==> src/rtl/elevator_request_dispatcher_pkg.sv <==
// Shared types and constants for the elevator request dispatcher slice.
// Floors, queued requests and the dispatcher state encoding live here.
package elevator_pkg;

  localparam int FLOOR_W     = 3;
  localparam int ACK_TIMEOUT = 8;

  typedef logic [FLOOR_W-1:0] floor_t;

  typedef struct packed {
    floor_t origin;
    floor_t dest;
  } request_t;

  typedef enum logic [1:0] {
    S_WAIT,
    S_ISSUE,
    S_ACK,
    S_RUN
  } dispatch_state_e;

endpackage

==> src/rtl/elevator_request_dispatcher_if.sv <==
// Request-side valid/ready channel between a request source and the dispatcher.
interface elevator_request_dispatcher_if;
  import elevator_pkg::*;

  logic   req_valid;
  logic   req_ready;
  logic   req_error;
  floor_t req_origin;
  floor_t req_dest;

  modport master (output req_valid, req_origin, req_dest, input req_ready, req_error);
  modport slave  (input req_valid, req_origin, req_dest, output req_ready, req_error);

endinterface

==> src/rtl/elevator_request_dispatcher_fifo.sv <==
// Circular request FIFO with wrap-around pointers, flush and occupancy count.
module elevator_req_fifo
  import elevator_pkg::*;
#(
  parameter  int DEPTH = 4,
  localparam int CW    = $clog2(DEPTH + 1)
) (
  input  logic          clk,
  input  logic          reset,
  input  logic          push,
  input  logic          pop,
  input  logic          flush,
  input  request_t      wdata,
  output request_t      rdata,
  output logic          full,
  output logic          empty,
  output logic [CW-1:0] count
);

  localparam int PW = $clog2(DEPTH);

  request_t        mem [DEPTH];
  logic [PW-1:0]   wr_ptr;
  logic [PW-1:0]   rd_ptr;
  logic            do_push;
  logic            do_pop;

  assign full    = (count == CW'(DEPTH));
  assign empty   = (count == '0);
  assign do_push = push && !full;
  assign do_pop  = pop && !empty;
  assign rdata   = mem[rd_ptr];

  // Pointers wrap naturally because DEPTH is a power of two.
  always_ff @(posedge clk) begin
    if (reset || flush) begin
      wr_ptr <= '0;
      rd_ptr <= '0;
      count  <= '0;
    end else begin
      if (do_push) wr_ptr <= wr_ptr + 1'b1;
      if (do_pop)  rd_ptr <= rd_ptr + 1'b1;
      case ({do_push, do_pop})
        2'b10:   count <= count + 1'b1;
        2'b01:   count <= count - 1'b1;
        default: count <= count;
      endcase
    end
  end

  always_ff @(posedge clk) begin
    if (do_push) mem[wr_ptr] <= wdata;
  end

endmodule

==> src/rtl/elevator_request_dispatcher.sv <==
// Validates and queues elevator requests, then hands them one at a time to the car controller.
module elevator_request_dispatcher
  import elevator_pkg::*;
#(
  parameter  int DEPTH      = 4,
  parameter  int NUM_FLOORS = 5,
  localparam int CW         = $clog2(DEPTH + 1)
) (
  input  logic                          clk,
  input  logic                          reset,
  elevator_request_dispatcher_if.slave  req,
  input  logic                          flush,
  input  logic                          elev_idle,
  output logic                          elev_en,
  output floor_t                        elev_origin,
  output floor_t                        elev_destination,
  output logic [CW-1:0]                 count,
  output logic                          busy
);

  localparam int             TW       = $clog2(ACK_TIMEOUT);
  localparam logic [TW-1:0]  ACK_LAST = TW'(ACK_TIMEOUT - 2);

  dispatch_state_e state, next_state;
  request_t        in_req;
  request_t        head;
  logic            full;
  logic            empty;
  logic            fire;
  logic            bad;
  logic            pop;
  logic [TW-1:0]   ack_timer;

  assign in_req        = '{origin: req.req_origin, dest: req.req_dest};
  assign req.req_ready = !full;
  assign fire          = req.req_valid && !full;
  assign bad           = (int'(in_req.origin) >= NUM_FLOORS) ||
                         (int'(in_req.dest) >= NUM_FLOORS) ||
                         (in_req.origin == in_req.dest);

  elevator_req_fifo #(.DEPTH(DEPTH)) u_fifo (
    .clk   (clk),
    .reset (reset),
    .push  (fire && !bad && !flush),
    .pop   (pop),
    .flush (flush),
    .wdata (in_req),
    .rdata (head),
    .full  (full),
    .empty (empty),
    .count (count)
  );

  // A flush swallows a simultaneous request silently, so it never reports an error.
  always_ff @(posedge clk) begin
    if (reset) req.req_error <= 1'b0;
    else       req.req_error <= fire && bad && !flush;
  end

  always_comb begin
    next_state = state;
    pop        = 1'b0;
    unique case (state)
      S_WAIT: begin
        if (!empty && elev_idle) begin
          pop        = 1'b1;
          next_state = S_ISSUE;
        end
      end
      S_ISSUE: next_state = S_ACK;
      S_ACK: begin
        if (!elev_idle)                 next_state = S_RUN;
        else if (ack_timer == ACK_LAST) next_state = S_ISSUE;
      end
      S_RUN: begin
        if (elev_idle) next_state = S_WAIT;
      end
      default: next_state = S_WAIT;
    endcase
  end

  // The start pulse trails S_ISSUE by a cycle, so the timeout window spans ISSUE plus ACK.
  always_ff @(posedge clk) begin
    if (reset) begin
      state            <= S_WAIT;
      ack_timer        <= '0;
      elev_en          <= 1'b0;
      busy             <= 1'b0;
      elev_origin      <= '0;
      elev_destination <= '0;
    end else begin
      state     <= next_state;
      elev_en   <= (state == S_ISSUE);
      busy      <= (next_state != S_WAIT);
      ack_timer <= (state == S_ACK) ? ack_timer + 1'b1 : '0;
      if (pop) begin
        elev_origin      <= head.origin;
        elev_destination <= head.dest;
      end
    end
  end

endmodule

==> src/flat_wrapper.sv <==
// flat-port wrapper written by rule: the top's interface ports become plain ports
module elevator_request_dispatcher_flat import elevator_pkg::*;
#(
  parameter  int DEPTH      = 4,
  parameter  int NUM_FLOORS = 5,
  localparam int CW         = $clog2(DEPTH + 1)
)
  (clk, reset, flush, elev_idle, elev_en, elev_origin, elev_destination, count, busy, req_req_valid, req_req_origin, req_req_dest, req_req_ready, req_req_error);
  elevator_request_dispatcher_if req_i ();
  input  logic clk;
  input  logic reset;
  input  logic flush;
  input  logic elev_idle;
  output logic elev_en;
  output floor_t elev_origin;
  output floor_t elev_destination;
  output logic [CW-1:0] count;
  output logic busy;
  input wire logic [$bits(req_i.req_valid)-1:0] req_req_valid;
  input wire logic [$bits(req_i.req_origin)-1:0] req_req_origin;
  input wire logic [$bits(req_i.req_dest)-1:0] req_req_dest;
  output wire logic [$bits(req_i.req_ready)-1:0] req_req_ready;
  output wire logic [$bits(req_i.req_error)-1:0] req_req_error;
  assign req_i.req_valid = req_req_valid;
  assign req_i.req_origin = req_req_origin;
  assign req_i.req_dest = req_req_dest;
  assign req_req_ready = req_i.req_ready;
  assign req_req_error = req_i.req_error;
  elevator_request_dispatcher #(.DEPTH(DEPTH), .NUM_FLOORS(NUM_FLOORS)) u_core (.clk(clk), .reset(reset), .req(req_i), .flush(flush), .elev_idle(elev_idle), .elev_en(elev_en), .elev_origin(elev_origin), .elev_destination(elev_destination), .count(count), .busy(busy));
endmodule
==> config.mk <==
export PLATFORM = sky130hd
export DESIGN_NAME = elevator_request_dispatcher_flat
export DESIGN_NICKNAME = d
export VERILOG_FILES = /design/src/rtl/elevator_request_dispatcher_pkg.sv /design/src/rtl/elevator_request_dispatcher_if.sv /design/src/rtl/elevator_request_dispatcher_fifo.sv /design/src/rtl/elevator_request_dispatcher.sv /design/src/flat_wrapper.sv
export SDC_FILE = /design/constraint.sdc
export NUM_CORES = 1
export LEC_CHECK = 0
export ABC_CLOCK_PERIOD_IN_PS = 3100
export CORE_MARGIN = 2
export CORE_UTILIZATION = 54
export DETAILED_ROUTE_END_ITERATION = 10
export PLACE_DENSITY_LB_ADDON = 0.05
export SYNTH_ARGS = -nofsm -noshare
export SYNTH_HDL_FRONTEND = slang
export SYNTH_HIERARCHICAL = 1
export SYNTH_SLANG_ARGS = --single-unit
export TNS_END_PERCENT = 5
==> constraint.sdc <==
create_clock -name clk -period 3.1 [get_ports clk]
set_input_delay 0.62 -clock clk [delete_from_list [all_inputs] [get_ports clk]]
set_output_delay 0.62 -clock clk [all_outputs]
set_load 0.05 [all_outputs]
# Word-level counts from Yosys, hierarchy flattened

Memories as Yosys holds them, arrays and structs flattened. A register that Yosys moved wholly into a read port is not among the register bits.
Cells that the tools add are included.

Register bits after elaboration: 15
RAM bits: 24
Input port bits: 11
Output and inout bits: 13
Logic and storage cells: 55
Memories: 1

$add $sub $neg: 5
$lt $le $gt $ge: 2
Equal/unequal tests: 8
Mux-type cells: 10
Bitwise operators: 1
Reduce and logical (&&, ||, !) cells: 20

Memories:

| memory            | depth | bits a word | read ports | clocked after Yosys merged registers in | write ports | line                                   | text |
|---|---|---|---|---|---|---|---|
| u_core.u_fifo.mem | 4     | 6           | 1          | 1                                       | 1           | elevator_request_dispatcher_fifo.sv:22 | `request_t mem [DEPTH];` |

Operators by type and width:

| cell                | number |
|---|---|
| $logic_and 1x1->1   | 8 |
| $mux 2              | 4 |
| $pmux 2 s4          | 1 |
| $add 3x1->3 const B | 2 |
| $eq 2x2->1 const B  | 3 |
| $eq 3x3->1 const B  | 2 |
| $ge 3x3->1 const B  | 2 |
| $pmux 3 s2          | 1 |
| $add 2x1->2 const B | 2 |
| $eq 2x1->1 const B  | 2 |
| $logic_not 1->1     | 4 |
| $mux 1              | 4 |
| $reduce_bool 2->1   | 2 |
| $eq 3x3->1          | 1 |
| $logic_not 3->1     | 1 |
| $logic_or 1x1->1    | 3 |
| $sub 3x1->3 const B | 1 |
| $logic_not 2->1     | 1 |
| $reduce_or 2->1     | 1 |
| $not 1->1           | 1 |

# Longest topological paths before layout

Depth in word-level cells: 9
Mapped depth: 14

# Cells and area by module

The synthesis kept the hierarchy.

By module, submodules not included:

| module                      | instances | cells an instance | area each (sq um) | seq. area each (sq um) |
|---|---|---|---|---|
| elevator_req_fifo           | 1         | 87                | 1361.3            | 900.9 |
| elevator_request_dispatcher | 1         | 67                | 634.4             | 280.3 |

# Worst setup path after synthesis

Ideal clock, no wire load.

Kind: register to register
Start point: register u_core.u_fifo.count[2]
End point: register u_core.u_fifo.count[2]
Library setup time: 0.070 ns
Arrival: 2.913 ns
Data required time: 3.030 ns
Path slack: 0.117 ns
Stages on the path, launching flop included: 15
Path buffers: 1
Clock period less this slack: 2.983 ns
Cell sequence: dfxtp_1 -> or3b_1 -> clkbuf_2 -> inv_1 -> nor2_1 -> nand2_1 -> a31oi_1 -> and2_4 -> inv_1 -> ha_1 -> inv_1 -> fa_1 -> xor2_1 -> or3_2 -> a21oi_1

Cells in the longest elaborated chain, start to end: 8
Elaborated cells on any way between the ends: 18
Classes of those cells: 2 x add/sub; 3 x eq/ne; 3 x mux; 10 x reduce/logical

Ends and longest elaborated chain:

| element                                         | line                                                                      | text |
|---|---|---|
| start: declaration                              | elevator_request_dispatcher_fifo.sv:17                                    | `output logic [CW-1:0] count` |
| start signal: assignment                        | elevator_request_dispatcher_fifo.sv:44                                    | `2'b10: count <= count + 1'b1;` |
| start signal: assignment                        | elevator_request_dispatcher_fifo.sv:45                                    | `2'b01: count <= count - 1'b1;` |
| start signal: assignment                        | elevator_request_dispatcher_fifo.sv:46                                    | `default: count <= count;` |
| $eq 3x3->1 *                                    | elevator_request_dispatcher_fifo.sv:28                                    | `assign full = (count == CW'(DEPTH));` |
| via u_core.full                                 | elevator_request_dispatcher.sv:27                                         | `logic full;` |
| $logic_not 1->1 *                               | elevator_request_dispatcher_fifo.sv:30, elevator_request_dispatcher.sv:36 |  |
| $logic_and 1x1->1                               | elevator_request_dispatcher.sv:36                                         | `assign fire = req.req_valid && !full;` |
| $logic_and 1x1->1 (2 in series)                 | elevator_request_dispatcher.sv:44                                         | `.push (fire && !bad && !flush),` |
| $logic_and 1x1->1 *                             | elevator_request_dispatcher_fifo.sv:30                                    | `assign do_push = push && !full;` |
| $eq 2x1->1 or $eq 2x2->1 (tied branches)        | elevator_request_dispatcher_fifo.sv:43                                    | `case ({do_push, do_pop})` |
| $pmux 3 s2 or $reduce_bool 2->1 (tied branches) | --                                                                        |  |

The timed path passes the listed nets; every way through them passes the cells marked *.
A chain may end at the register's enable or synchronous reset.

# Final worst setup path

Start point: input req_req_dest[1]
End point: register u_core.u_fifo.count[2]

Cells in the longest elaborated chain, start to end: 9
Elaborated cells on any way between the ends: 12
Classes of those cells: 1 x order compare; 3 x eq/ne; 1 x mux; 7 x reduce/logical

Ends and longest elaborated chain:

| element                                         | line                                   | text |
|---|---|---|
| start: declaration                              | flat_wrapper.sv:21                     | `input wire logic [$bits(req_i.req_dest)-1:0] req_req_dest;` |
| $ge 3x3->1                                      | elevator_request_dispatcher.sv:38      | `(int'(in_req.dest) >= NUM_FLOORS) \|\|` |
| $logic_or 1x1->1                                | elevator_request_dispatcher.sv:37      | `assign bad = (int'(in_req.origin) >= NUM_FLOORS) \|\|` |
| $logic_or 1x1->1 *                              | elevator_request_dispatcher.sv:38      |  |
| $logic_not 1->1 *                               | elevator_request_dispatcher.sv:44      |  |
| $logic_and 1x1->1 * (2 in series)               | elevator_request_dispatcher.sv:44      |  |
| $logic_and 1x1->1 *                             | elevator_request_dispatcher_fifo.sv:30 |  |
| $eq 2x1->1 or $eq 2x2->1 (tied branches)        | elevator_request_dispatcher_fifo.sv:43 |  |
| $pmux 3 s2 or $reduce_bool 2->1 (tied branches) | --                                     |  |

Mark *: on every way between the ends. The rest lies on a longest branch, timed or not.

==> results.ini <==
[outcome]
status = finished, final reports clean

[die]
ios = 24
die-area_sq_mm = 0.00420
die_x_microns = 64.8
floorplan.core_area_sq_mm = 0.00361
die_y_microns = 64.8
initial_core_util_pct = 55.3
num_rows = 22

[place]
dp_slack_ps = -142
place.gp.congestion = 0.761
dp_hpwl_microns = 2560
portBuffers = 23
placed_area_sq_mm = 0.00236

[sta]
finalHoldViolCount = 0
clock_skew_ps = 5.81
period_needed_ps = 2890
fin_crit_sh_pct = 93.3
relSlewSlack_pct = 67.0
worstMarginPinSlew_ps = 493
setup_ws_ps = 208
fmax_mhz = 346
report.final.slew_viol_count = 0
finalSetupViolCount = 0
hold_slack_ps = 459
rsz0062_at_grt = false

[cts]
cts_tree = done
numCtsBuffers = 5
clock_latency_ps = 290
htree_levels = 2
cts_setup_buffers = 0
clk_pin_slew_worst_paths_ps = 80
cts_resized = 0
clockBufferDepth = 2
cts_sinks = 47
cts-root-buf = clkbuf_8
cts.hold.buffers_added = 0

[yosys]
syn_nets = 173
ys_ff_latch = 47
synthCells = 154
synthAdderAreaFrac_pct = 5.39
synth_edf_count = 24
synth-compound-area-share_pct = 5.89
ys_warn_count = 6
synth.area.mux_share_pct = 9.78
synthDistinctLibCells = 39
async_reset_ff_share_pct = 0
synth_area_sq_mm = 0.00200
synth_top_flop_cell = edfxtp_1
synth-simple-area-share_pct = 14.0
synthXorXnorAreaFrac_pct = 1.76
syn_area_per_cell_sq_um = 13.0
yosysSeqAreaShare_pct = 59.2
synth_top_family_by_area = simple AND/OR/NAND/NOR gates

[critical_path]
startpoint_type = primary input
critical_path_class = primary input to flop
critPathRequiredTime_ps = 3330
crit_start = req_req_dest[1]
endpoint_kind = flop
crit_arrival_ps = 3120
r2r-start = u_core/u_fifo/count[2]
critPathMaxFanout = 5
reg2reg_setup_slack_ps = 340
r2r_cells = 13
reg2reg_to = u_core/u_fifo/count[2]

[hold_path]
hold_class = flop to flop
holdPathStages = 1
min_to = u_core/ack_timer[0]
hold_start = u_core/ack_timer[0]

[detailed_routing]
dr.pass1.iters = 5
via_per_inst = 5.31
wl_microns = 3550
ant_nets = 0
wire_per_inst_microns = 14.7
num_vias = 1285
dr.first_iter.drc_count = 61
route.detailed.drc = 0

[global_routing]
track_usage_pct = 19.9
grt_antenna_before_repair = 0
first_global_vias = 1261
grt_max_degree = 15
grt_pass1_wl_microns = 6110
overflow = 0

[finish]
layout_commonest_cell = edfxtp_1
layout_common_cells = edfxtp_1, clkdlybuf4s50_1, dfxtp_1, nor2_1, buf_4
stdcell_area_sq_mm = 0.00248
utilization_pct = 68.7
fillers = 281
final_nets = 212
drive_gt1_share_pct = 20.6
syn_to_final_growth_pct = 24.2
insertedDiodeCount = 0

[power]
ir_worst_vdd_v = 0.000288
p_leak_nw = 0.858
cellPowerDensity_mw_per_mm2 = 477

[flow_run]
drv_cap = 0

[power by group]
part / switching (mW) / leakage (nW) / internal, mW
clock network: 0.194 / 0.0612 / 0.261
logic: 0.0339 / 0.396 / 0.0347
registers: 0.00230 / 0.402 / 0.657
total: 0.230 / 0.858 / 0.952
[metrics by stage]
step | power, mW | setup TNS, ps | std cells
finish | 1.18 | 0 | 242
global route | 1.23 | 0 | 242
CTS | 1.19 | 0 | 242
detailed placement | 0.741 | -142 | 234
global placement | 0.739 | -37.6 | 234
floorplan | 0.702 | 0 | 154
[critical path, stage by stage]
cell	delay [ps]
clkdlybuf4s50_1	430
buf_4	160
nor2b_1	140
o21ai_2	150
a31oi_1	130
and2_4	160
inv_1	50
ha_1	160
inv_1	60
fa_1	380
xor2_1	160
or3_2	400
a21oi_1	140
[logic make-up (layout without fill, tap and decap cells)]
logic type               count (synthesis)  in the layout
buffers and inverters                   16             56
multiplexers                            12             12
XOR/XNOR                                 4              4
adder cells (fa/ha/maj)                  8              8
AND/OR/NAND/NOR                         48             48
flip-flops                              47             47
AO/OA/AOI/OAI                           19             19
[how the worst max path moves through the flow]
stage                              to  slack (ps)
2_1_floorplan  u_core/u_fifo/count[2]         120
3_3_place_gp   u_core/u_fifo/count[2]         -40
3_5_place_dp   u_core/u_fifo/count[2]        -140
4_1_cts        u_core/u_fifo/count[2]         160
5_1_grt        u_core/u_fifo/count[2]          20
6_report       u_core/u_fifo/count[2]         210
[routing by layer]
| metal | share of wire, % | global-route usage [%] | up-vias |
|---|---|---|---|
| met5 | 0 | 0 | - |
| met4 | 1.6 | 7.18 | 0 |
| met3 | 4.9 | 5.21 | 6 |
| met2 | 46 | 31.8 | 42 |
| met1 | 47 | 26.2 | 604 |
| li1 | - | - | 633 |
[final cells by class]
class                           instances  area (sq um)  area share, %
Tap cell                               48          60.1           2.42
Inverter                               10          37.5           1.51
Sequential cell                        47          1180           47.7
Clock inverter                          2          35.0           1.41
Clock buffer                            6          82.6           3.33
Timing Repair Buffer                   38           343           13.8
Multi-Input combinational cell         91           739           29.8
[sequential cells by signal (all words and copies together) (netlist names), 2 cells and up, named ones only]
signal,cells
u_core/state,2
u_core/u_fifo/rd_ptr,2
u_core/elev_destination,3
u_core/u_fifo/count,3
u_core/u_fifo/mem,24
u_core/u_fifo/wr_ptr,2
u_core/elev_origin,3
u_core/ack_timer,3
[cells in the mapped netlist (2+ instances only)]
library cell / count / area share (%)
xor2_1: 3 / 1.3
nor2b_1: 5 / 1.6
nor2_1: 17 / 3.2
dfxtp_1: 23 / 23
clkbuf_2: 2 / 0.50
o21ai_0: 6 / 1.5
edfxtp_1: 24 / 36
mux4_2: 6 / 6.8
ha_1: 7 / 4.4
or3b_1: 3 / 1.3
mux2i_1: 6 / 3.0
and3_2: 4 / 1.5
a21oi_1: 6 / 1.5
nand3_1: 2 / 0.50
nand2_1: 4 / 0.75
inv_1: 10 / 1.9
or4b_1: 2 / 1.0
buf_6: 2 / 1.1
nor3_1: 2 / 0.50
No activity file was read; power rests on OpenSTA's default activity.
